## src/rtl/mdu_ctrl.sv

```systemverilog
// Sequencer and datapath for the iterative multiply/divide unit in the EX stage.
// One op per accept, WIDTH iterations of shift-add or restoring divide, commit to HI/LO.
//
// state | meaning
// IDLE  | waiting for an E-stage mul/div op; stalls combinationally while accepting
// RUN   | one multiply/divide iteration per cycle, counter 0..WIDTH-1
// DONE  | signs applied; HI/LO written at the closing edge unless cancelled
module mdu_ctrl #(
    parameter int WIDTH = 32
) (
    input  logic             clk,
    input  logic             rst,
    input  logic             startE,
    input  logic [1:0]       opE,
    input  logic [WIDTH-1:0] srcaE,
    input  logic [WIDTH-1:0] srcbE,
    input  logic             cancel,
    output logic             stall_mdu,
    output logic             result_valid,
    output logic             div_by_zero,
    output logic [WIDTH-1:0] hi,
    output logic [WIDTH-1:0] lo
);

    localparam int CW = (WIDTH > 1) ? $clog2(WIDTH) : 1;
    localparam logic [CW-1:0] LAST = CW'(WIDTH - 1);

    typedef enum logic [1:0] {
        IDLE = 2'd0,
        RUN  = 2'd1,
        DONE = 2'd2
    } state_t;

    state_t           state;
    logic [CW-1:0]    cnt;
    logic             is_div;
    logic             neg_res;
    logic             neg_rem;
    logic             dz;
    logic [WIDTH-1:0] mag_a;
    logic [WIDTH-1:0] mag_b;
    logic [WIDTH-1:0] raw_a;
    logic [WIDTH-1:0] acc_hi;
    logic [WIDTH-1:0] acc_lo;

    logic             sa;
    logic             sb;
    logic             start_ok;
    logic             div_zero_in;
    logic [WIDTH-1:0] abs_a;
    logic [WIDTH-1:0] abs_b;
    logic [WIDTH:0]   mul_sum;
    logic [WIDTH:0]   div_shift;
    logic [WIDTH:0]   div_diff;
    logic [2*WIDTH-1:0] prod;
    logic [2*WIDTH-1:0] prod_s;
    logic [WIDTH-1:0] quo_s;
    logic [WIDTH-1:0] rem_s;

    // opE[0]==0 selects the signed variants (MULT, DIV)
    assign sa          = !opE[0] && srcaE[WIDTH-1];
    assign sb          = !opE[0] && srcbE[WIDTH-1];
    assign abs_a       = sa ? (~srcaE + 1'b1) : srcaE;
    assign abs_b       = sb ? (~srcbE + 1'b1) : srcbE;
    assign start_ok    = startE && !cancel;
    assign div_zero_in = opE[1] && (srcbE == '0);

    // Multiply: acc_lo holds the multiplier and shifts in product low bits.
    assign mul_sum = {1'b0, acc_hi} + (acc_lo[0] ? {1'b0, mag_a} : '0);

    // Divide: acc_lo holds the dividend and shifts in quotient bits.
    // A negative trial difference (top bit set) means restore.
    assign div_shift = {acc_hi, acc_lo[WIDTH-1]};
    assign div_diff  = div_shift - {1'b0, mag_b};

    assign prod   = {acc_hi, acc_lo};
    assign prod_s = neg_res ? (~prod + 1'b1) : prod;
    assign quo_s  = neg_res ? (~acc_lo + 1'b1) : acc_lo;
    assign rem_s  = neg_rem ? (~acc_hi + 1'b1) : acc_hi;

    always_comb begin
        stall_mdu    = 1'b0;
        result_valid = 1'b0;
        div_by_zero  = 1'b0;
        if (!rst) begin
            case (state)
                IDLE: stall_mdu = start_ok;
                RUN:  stall_mdu = !cancel;
                DONE: begin
                    result_valid = !cancel;
                    div_by_zero  = dz && !cancel;
                end
                default: ;
            endcase
        end
    end

    always_ff @(posedge clk or posedge rst) begin
        if (rst) begin
            state   <= IDLE;
            cnt     <= '0;
            is_div  <= 1'b0;
            neg_res <= 1'b0;
            neg_rem <= 1'b0;
            dz      <= 1'b0;
            mag_a   <= '0;
            mag_b   <= '0;
            raw_a   <= '0;
            acc_hi  <= '0;
            acc_lo  <= '0;
            hi      <= '0;
            lo      <= '0;
        end else if (cancel) begin
            state <= IDLE;
            cnt   <= '0;
        end else begin
            case (state)
                IDLE: begin
                    if (startE) begin
                        is_div  <= opE[1];
                        neg_res <= sa ^ sb;
                        neg_rem <= sa;
                        dz      <= div_zero_in;
                        mag_a   <= abs_a;
                        mag_b   <= abs_b;
                        raw_a   <= srcaE;
                        cnt     <= '0;
                        acc_hi  <= '0;
                        acc_lo  <= opE[1] ? abs_a : abs_b;
                        state   <= div_zero_in ? DONE : RUN;
                    end
                end
                RUN: begin
                    if (is_div) begin
                        if (!div_diff[WIDTH]) begin
                            acc_hi <= div_diff[WIDTH-1:0];
                            acc_lo <= {acc_lo[WIDTH-2:0], 1'b1};
                        end else begin
                            acc_hi <= div_shift[WIDTH-1:0];
                            acc_lo <= {acc_lo[WIDTH-2:0], 1'b0};
                        end
                    end else begin
                        acc_hi <= mul_sum[WIDTH:1];
                        acc_lo <= {mul_sum[0], acc_lo[WIDTH-1:1]};
                    end
                    cnt <= cnt + 1'b1;
                    if (cnt == LAST) begin
                        state <= DONE;
                    end
                end
                DONE: begin
                    if (dz) begin
                        lo <= '1;
                        hi <= raw_a;
                    end else if (is_div) begin
                        lo <= quo_s;
                        hi <= rem_s;
                    end else begin
                        {hi, lo} <= prod_s;
                    end
                    cnt   <= '0;
                    state <= IDLE;
                end
                default: state <= IDLE;
            endcase
        end
    end

endmodule

```

## config.mk

```make
export PLATFORM = sky130hd
export DESIGN_NAME = mdu_ctrl
export DESIGN_NICKNAME = d
export VERILOG_FILES = /design/src/rtl/mdu_ctrl.sv
export SDC_FILE = /design/constraint.sdc
export NUM_CORES = 1
export LEC_CHECK = 0
export BUFFER_PORTS_ARGS = -buffer_cell sky130_fd_sc_hd__buf_2
export CAP_MARGIN = 20
export CORE_ASPECT_RATIO = 2
export CORE_MARGIN = 2
export CORE_UTILIZATION = 35
export DETAILED_ROUTE_END_ITERATION = 12
export RECOVER_POWER = 100
export SLEW_MARGIN = 20
export SYNTH_ARGS = -nofsm -noshare
export SYNTH_HDL_FRONTEND = slang
export SYNTH_SLANG_ARGS = --single-unit
```

## constraint.sdc

```tcl
create_clock -name clk -period 20.4 [get_ports clk]
set_clock_uncertainty 0.15 [all_clocks]
set_input_delay 3.06 -clock clk [delete_from_list [all_inputs] [get_ports clk]]
set_output_delay 3.06 -clock clk [all_outputs]
set_load 0.005 [all_outputs]
```

# Word-level counts from Yosys, hierarchy flattened
# Index checks and enable logic that the tools add are counted.
# W data, S select, Z words.
# word_totals
ff_bits	235
in_bits	70
out_inout_bits	67
wordCells	83
# op_classes
addsub	8
n_eq_ne	6
n_mux	33
bitwise_logic	7
reduce_logical	16
# op_table
cell	n
$mux W32	15
$add A32 B1 Y32 const B	4
$not A32 Y32	4
$pmux W32 S2	2
$add A64 B1 Y64 const B	1
$mux W64	1
$not A64 Y64	1
$add A32 B32 Y33	1
$sub A33 B32 Y33	1
$logic_not A32 Y1	1
$pmux W5 S3	1
$mux W5	2
$mux W2	4
$mux W1	6
$ne A3 B3 Y1 const B	2
$reduce_and A2 Y1	3
$reduce_and A3 Y1	2
$add A5 B1 Y5 const B	1
$eq A5 B5 Y1 const B	1
$logic_and A1 B1 Y1	5
$pmux W2 S2	1
$reduce_bool A4 Y1	1
$eq A2 B1 Y1 const B	1
$eq A2 B2 Y1 const B	1
7 further kinds	8

# Logic depth before layout (Yosys ltp)
# depth
ltp_word	6
ltp_mapped	14

# Worst setup path after synthesis
# Ideal clock, no wire load.
# synth_path
path_kind	in2out
start	input rst
end	output div_by_zero
t_arrival_ns	8.525
required_ns	17.190
path_slack_ns	8.665
cell_stages	2
cell_sequence	inv_1 and3_1
# synth_via
elab_chain_cells	1
# synth_lines
item	line_no	source
start: declaration	12	input logic rst,
$mux W1	85	if (!rst) begin
end: declaration	20	output logic div_by_zero,
# No other way between the ends.

# Worst setup path after layout
# Ends and elaborated chain as after synthesis.

==> impl_results.html <==
<table>
<tr><th>Metric</th><th>Value</th></tr>
<tr><th colspan="2">Timing</th></tr>
<tr><td>Final Setup Violations</td><td>0</td></tr>
<tr><td>Total Neg Setup Slack</td><td>0 ns</td></tr>
<tr><td>Max-slew violation count</td><td>560</td></tr>
<tr><td>Worst slew margin relative to its limit</td><td>-213%</td></tr>
<tr><td>Worst Tran Pin Value</td><td>roughly 4.7 ns</td></tr>
<tr><td>Min cycle time layout</td><td>roughly 12 ns</td></tr>
<tr><td>Peak clock frequency supported by timing</td><td>0.0868 GHz</td></tr>
<tr><td>Final Hold Violating Endpoints</td><td>0</td></tr>
<tr><td>Fraction of the cycle the final worst path needs</td><td>56.5%</td></tr>
<tr><td>Setup repair after global routing missed its margin</td><td>false</td></tr>
<tr><th colspan="2">Critical path</th></tr>
<tr><td>Peak fanout along the critical path</td><td>104</td></tr>
<tr><td>Gate family responsible for the most delay along the worst path</td><td>buffers and inverters</td></tr>
<tr><td>Delay contributed by the slowest stage of the critical path</td><td>3.43 ns</td></tr>
<tr><td>CP required</td><td>between 15 and 20 ns</td></tr>
<tr><td>Arrival time worst endpoint</td><td>8.31 ns</td></tr>
<tr><td>Launching element type of the critical path</td><td>primary input</td></tr>
<tr><td>R2R Setup Slk</td><td>between 10 and 15 ns</td></tr>
<tr><td>Cell with the biggest individual delay on the critical path</td><td>sky130_fd_sc_hd__clkinvlp_2</td></tr>
<tr><td>Number of buffer and inverter stages on the critical path</td><td>3</td></tr>
<tr><td>Type of the setup path with the least slack</td><td>primary input to primary output</td></tr>
<tr><td>Sort of element at the end of the critical path</td><td>primary output</td></tr>
<tr><td>Crit path cell chain</td><td>clkbuf_1 -&gt; clkinvlp_2 -&gt; and3_1 -&gt; buf_2</td></tr>
<tr><th colspan="2">Job</th></tr>
<tr><td>Maximum Capacitance Violations</td><td>7</td></tr>
<tr><th colspan="2">Floorplanning</th></tr>
<tr><td>Core Footprint</td><td>0.0474 mm²</td></tr>
<tr><td>Vertical die dimension</td><td>approximately 310 µm</td></tr>
<tr><td>Top Ports</td><td>137</td></tr>
<tr><td>Width of the die</td><td>159 µm</td></tr>
<tr><td>Initial core utilization</td><td>35.3%</td></tr>
<tr><td>Number of placement rows</td><td>between 100 and 150</td></tr>
<tr><td>DIE AREA</td><td>between 0.04 and 0.05 mm²</td></tr>
<tr><th colspan="2">Logic synthesis</th></tr>
<tr><td>Top_reg_cell synth</td><td>sky130_fd_sc_hd__dfrtp_1</td></tr>
<tr><td>Syn. warnings</td><td>0</td></tr>
<tr><td>Post-synthesis xor/xnor area fraction</td><td>9.21%</td></tr>
<tr><td>Proportion of synthesized area in mux cells</td><td>6.10%</td></tr>
<tr><td>Synth area leader</td><td>sky130_fd_sc_hd__dfrtp_1</td></tr>
<tr><td>Number of enable-type register cells in the synthesized netlist</td><td>0</td></tr>
<tr><td>Synthesized instance count</td><td>a little over 2000</td></tr>
<tr><td>Asr flop ratio synth</td><td>100%</td></tr>
<tr><td>Simple-gate portion of the synthesized area</td><td>18.3%</td></tr>
<tr><td>Number of library cell types mapped by synthesis</td><td>76</td></tr>
<tr><td>Synthesized area per cell</td><td>8.24 µm²</td></tr>
<tr><td>Syn Std Cell Area</td><td>0.0167 mm²</td></tr>
<tr><td>Leading cell types by total area after synthesis</td><td>sky130_fd_sc_hd__dfrtp_1 35%, sky130_fd_sc_hd__o21ai_0 6.9%, sky130_fd_sc_hd__nand2_1 6.9%</td></tr>
<tr><td>Net count of the mapped netlist</td><td>2172</td></tr>
<tr><td>Most numerous cell types in the synthesized netlist</td><td>309 x sky130_fd_sc_hd__nand2_1, 234 x sky130_fd_sc_hd__dfrtp_1, 232 x sky130_fd_sc_hd__o21ai_0, 165 x sky130_fd_sc_hd__a21oi_1, 148 x sky130_fd_sc_hd__nor2_1</td></tr>
<tr><td>Compound-Gate Fraction of Synth Area</td><td>about 22%</td></tr>
<tr><td>Synthesized flop and latch total</td><td>234</td></tr>
<tr><td>Portion of synthesized cell area occupied by the leading cell type</td><td>35.0%</td></tr>
<tr><td>Library cell with the highest instance count after synthesis</td><td>sky130_fd_sc_hd__nand2_1</td></tr>
<tr><td>Combinational family with the most area after synthesis</td><td>compound AO/OA/AOI/OAI gates</td></tr>
<tr><td>Adder and majority gate portion of the synthesized area</td><td>5.47%</td></tr>
<tr><td>Sequential area share after synthesis</td><td>a little over a third</td></tr>
<tr><th colspan="2">Global routing</th></tr>
<tr><td>Vias in the first global route</td><td>15192</td></tr>
<tr><td>Wire length of the first global-routing pass</td><td>90300 µm</td></tr>
<tr><td>Antenna violations before repair</td><td>2</td></tr>
<tr><td>Maximum number of pins on one net before global-route repair</td><td>117</td></tr>
<tr><td>Gr ovfl total</td><td>0</td></tr>
<tr><td>Aggregate global-route resource usage</td><td>about a quarter</td></tr>
<tr><th colspan="2">Routing</th></tr>
<tr><td>Via density per instance</td><td>5.58</td></tr>
<tr><td>Via Count</td><td>15357</td></tr>
<tr><td>Violation count after the first detailed-route iteration</td><td>1058</td></tr>
<tr><td>Drt first pass iters</td><td>5</td></tr>
<tr><td>DR WL/cell</td><td>between 20 and 25 µm</td></tr>
<tr><td>Number of design rule violations left after detail routing</td><td>0</td></tr>
<tr><td>Routed wire length</td><td>60900 µm</td></tr>
<tr><td>Residual antenna-violating net count after detailed routing</td><td>0</td></tr>
<tr><th colspan="2">Layout</th></tr>
<tr><td>Fin area</td><td>0.0186 mm²</td></tr>
<tr><td># nets final</td><td>2243</td></tr>
<tr><td>Synth-to-layout area growth</td><td>11.2%</td></tr>
<tr><td>Fraction of layout instances using a drive strength above 1</td><td>8.55%</td></tr>
<tr><th colspan="2">Clock network</th></tr>
<tr><td>Number of sinks driven by the clock tree</td><td>between 200 and 250</td></tr>
<tr><td>Clock latency on the worst-skew pair</td><td>approximately 0.54 ns</td></tr>
<tr><td>Count of hold buffers inserted by post-cts repair</td><td>0</td></tr>
<tr><td>Clock edge transition at the registers on the reported setup and hold paths</td><td>0.07 ns</td></tr>
<tr><td>CTS H-Tree Depth</td><td>1</td></tr>
<tr><td>Num CTS Buffers</td><td>23</td></tr>
<tr><td>Post-CTS resize count</td><td>0</td></tr>
<tr><td>Clock tree from TritonCTS</td><td>built</td></tr>
<tr><td>Buffers inserted by post-CTS timing repair</td><td>0</td></tr>
<tr><td>Cell at the root of the clock tree</td><td>sky130_fd_sc_hd__clkbuf_16</td></tr>
<tr><td>Maximum root-to-sink buffer count</td><td>3</td></tr>
<tr><th colspan="2">Placed design</th></tr>
<tr><td>Post-DP Area</td><td>0.0180 mm²</td></tr>
<tr><td>Final weighted congestion in routability-driven placement</td><td>0.966</td></tr>
<tr><td>Post-detailed-placement half-perimeter wirelength</td><td>47400 µm</td></tr>
<tr><td>Number of buffer cells added on primary ports</td><td>136</td></tr>
<tr><th colspan="2">Outcome</th></tr>
<tr><td>Violated checks</td><td>capacitance limit, slew limit</td></tr>
<tr><td>Run status</td><td>complete, but fails checks</td></tr>
<tr><th colspan="2">Pwr</th></tr>
<tr><td>Net switching component of the power</td><td>0.00133 W</td></tr>
<tr><td>Reported leakage power</td><td>8.30 nW</td></tr>
<tr><td>Clk pwr share</td><td>15.6%</td></tr>
<tr><td>Sequential group share of total power</td><td>30.3%</td></tr>
<tr><td>Power Density</td><td>152 mW/mm²</td></tr>
<tr><td>Combinational cell fraction of total power</td><td>54.2%</td></tr>
<tr><td>VDD IR max</td><td>slightly below 80 µV</td></tr>
<tr><td>Int Pwr</td><td>0.00150 W</td></tr>
<tr><td>Proportion of total power due to net switching</td><td>47.0%</td></tr>
<tr><th colspan="2">Min path</th></tr>
<tr><td>Worst hold-check path type</td><td>register to register</td></tr>
</table>
-- cell usage in the layout (no fill, tap or decap), drive strengths merged, types with 5 or more instances in the layout --
master,netlist,routed
mux2,7,7
and2,34,34
or3,15,15
and3,17,17
nor3,34,34
ha,70,70
or2,7,7
a21oi,166,166
o31ai,23,23
a22oi,23,23
nor2b,12,12
nand2,309,309
o211ai,12,12
xnor2,78,78
dfrtp,234,234
o21a,17,17
and4,5,5
mux2i,94,94
nand2b,19,19
nor2,148,148
nand3,14,14
a32oi,6,6
buf,21,111
clkbuf,100,86
a31oi,16,16
a41oi,5,5
clkinv,0,7
nor3b,5,5
a21o,27,27
nand4,6,6
nor4,18,18
or4,12,12
o41ai,14,14
o21ai,241,241
xor2,95,95
a211oi,16,16
inv,58,58
-- sequential cells by signal (all words and copies together) (netlist names) --
register / flops
raw_a: 31
is_div: 1
neg_res: 1
neg_rem: 1
acc_hi: 32
mag_a: 32
state: 2
cnt: 5
acc_lo: 32
lo: 32
dz: 1
hi: 32
mag_b: 32
-- metal layers --
layer | vias to the layer above | global-route usage (%) | wire, µm
met2 | 516 | 44.2 | 31900
met4 | 0 | 19.7 | 6170
met1 | 7340 | 24.2 | 20600
met3 | 186 | 2.35 | 2210
met5 | - | 0 | 0
li1 | 7315 | - | -
-- cells by family after synthesis --
kind of cell | after synthesis
multiplexers | 101
XOR/XNOR | 173
flip-flops | 234
AND/OR/NAND/NOR | 667
AO/OA/AOI/OAI | 604
buffers and inverters | 179
adder cells (fa/ha/maj) | 72
-- worst min-delay path: cells and delay by family, from the launching register on --
| family | cells | cell delay (ns) |
|---|---|---|
| flip-flops | 1 | 0.34 |
| AND/OR/NAND/NOR | 2 | 0.10 |
-- metrics by stage --
| step | utilization [%] | power (W) | hold slack, ns | worst slack (ns) | cells |
|---|---|---|---|---|---|
| floorplan | - | 0.00188 | 0.287 | 8.67 | 2030 |
| global placement | 38.0 | 0.00235 | 0.299 | 13.07 | 2708 |
| detailed placement | 38.0 | 0.00238 | 0.304 | 13.05 | 2708 |
| CTS | 39.6 | 0.00283 | 0.321 | 13.06 | 2749 |
| global route | 39.3 | 0.00302 | 0.335 | 7.62 | 2751 |
| finish | 39.3 | 0.00282 | 0.321 | 8.88 | 2751 |
-- final timing paths --
| path | startpoint | end | cells past startpoint |
|---|---|---|---|
| worst max-delay path | rst | div_by_zero | 4 |
| worst max register to register | state[1] | acc_hi[3] | 6 |
| worst min register to register | raw_a[14] | raw_a[14] | 2 |
| max in group asynchronous | rst | acc_lo[22] | 3 |
| min in group asynchronous | rst | lo[0] | 2 |
| worst min-delay path | raw_a[14] | raw_a[14] | 2 |
-- power by group through the flow --
stage | registers [W] | clock network, W | logic [W]
2_1_floorplan | 0.000783 | 0 | 0.00109
3_3_place_gp | 0.000848 | 0 | 0.00150
3_5_place_dp | 0.000856 | 0 | 0.00152
4_1_cts | 0.000849 | 0.000448 | 0.00153
5_1_grt | 0.000877 | 0.000463 | 0.00168
6_report | 0.000855 | 0.000439 | 0.00153
-- cell type report --
type                            instances  area (µm²)
Sequential cell                       234        5860
Clock inverter                         11         118
Multi-Input combinational cell       1617       10200
Tap cell                              632         791
Fill cell                            4878       28800
Antenna cell                            2        5.00
Timing Repair Buffer                  167         823
Clock buffer                           30         622
Inverter                               58         219
Power figures use the tool's default switching activity.
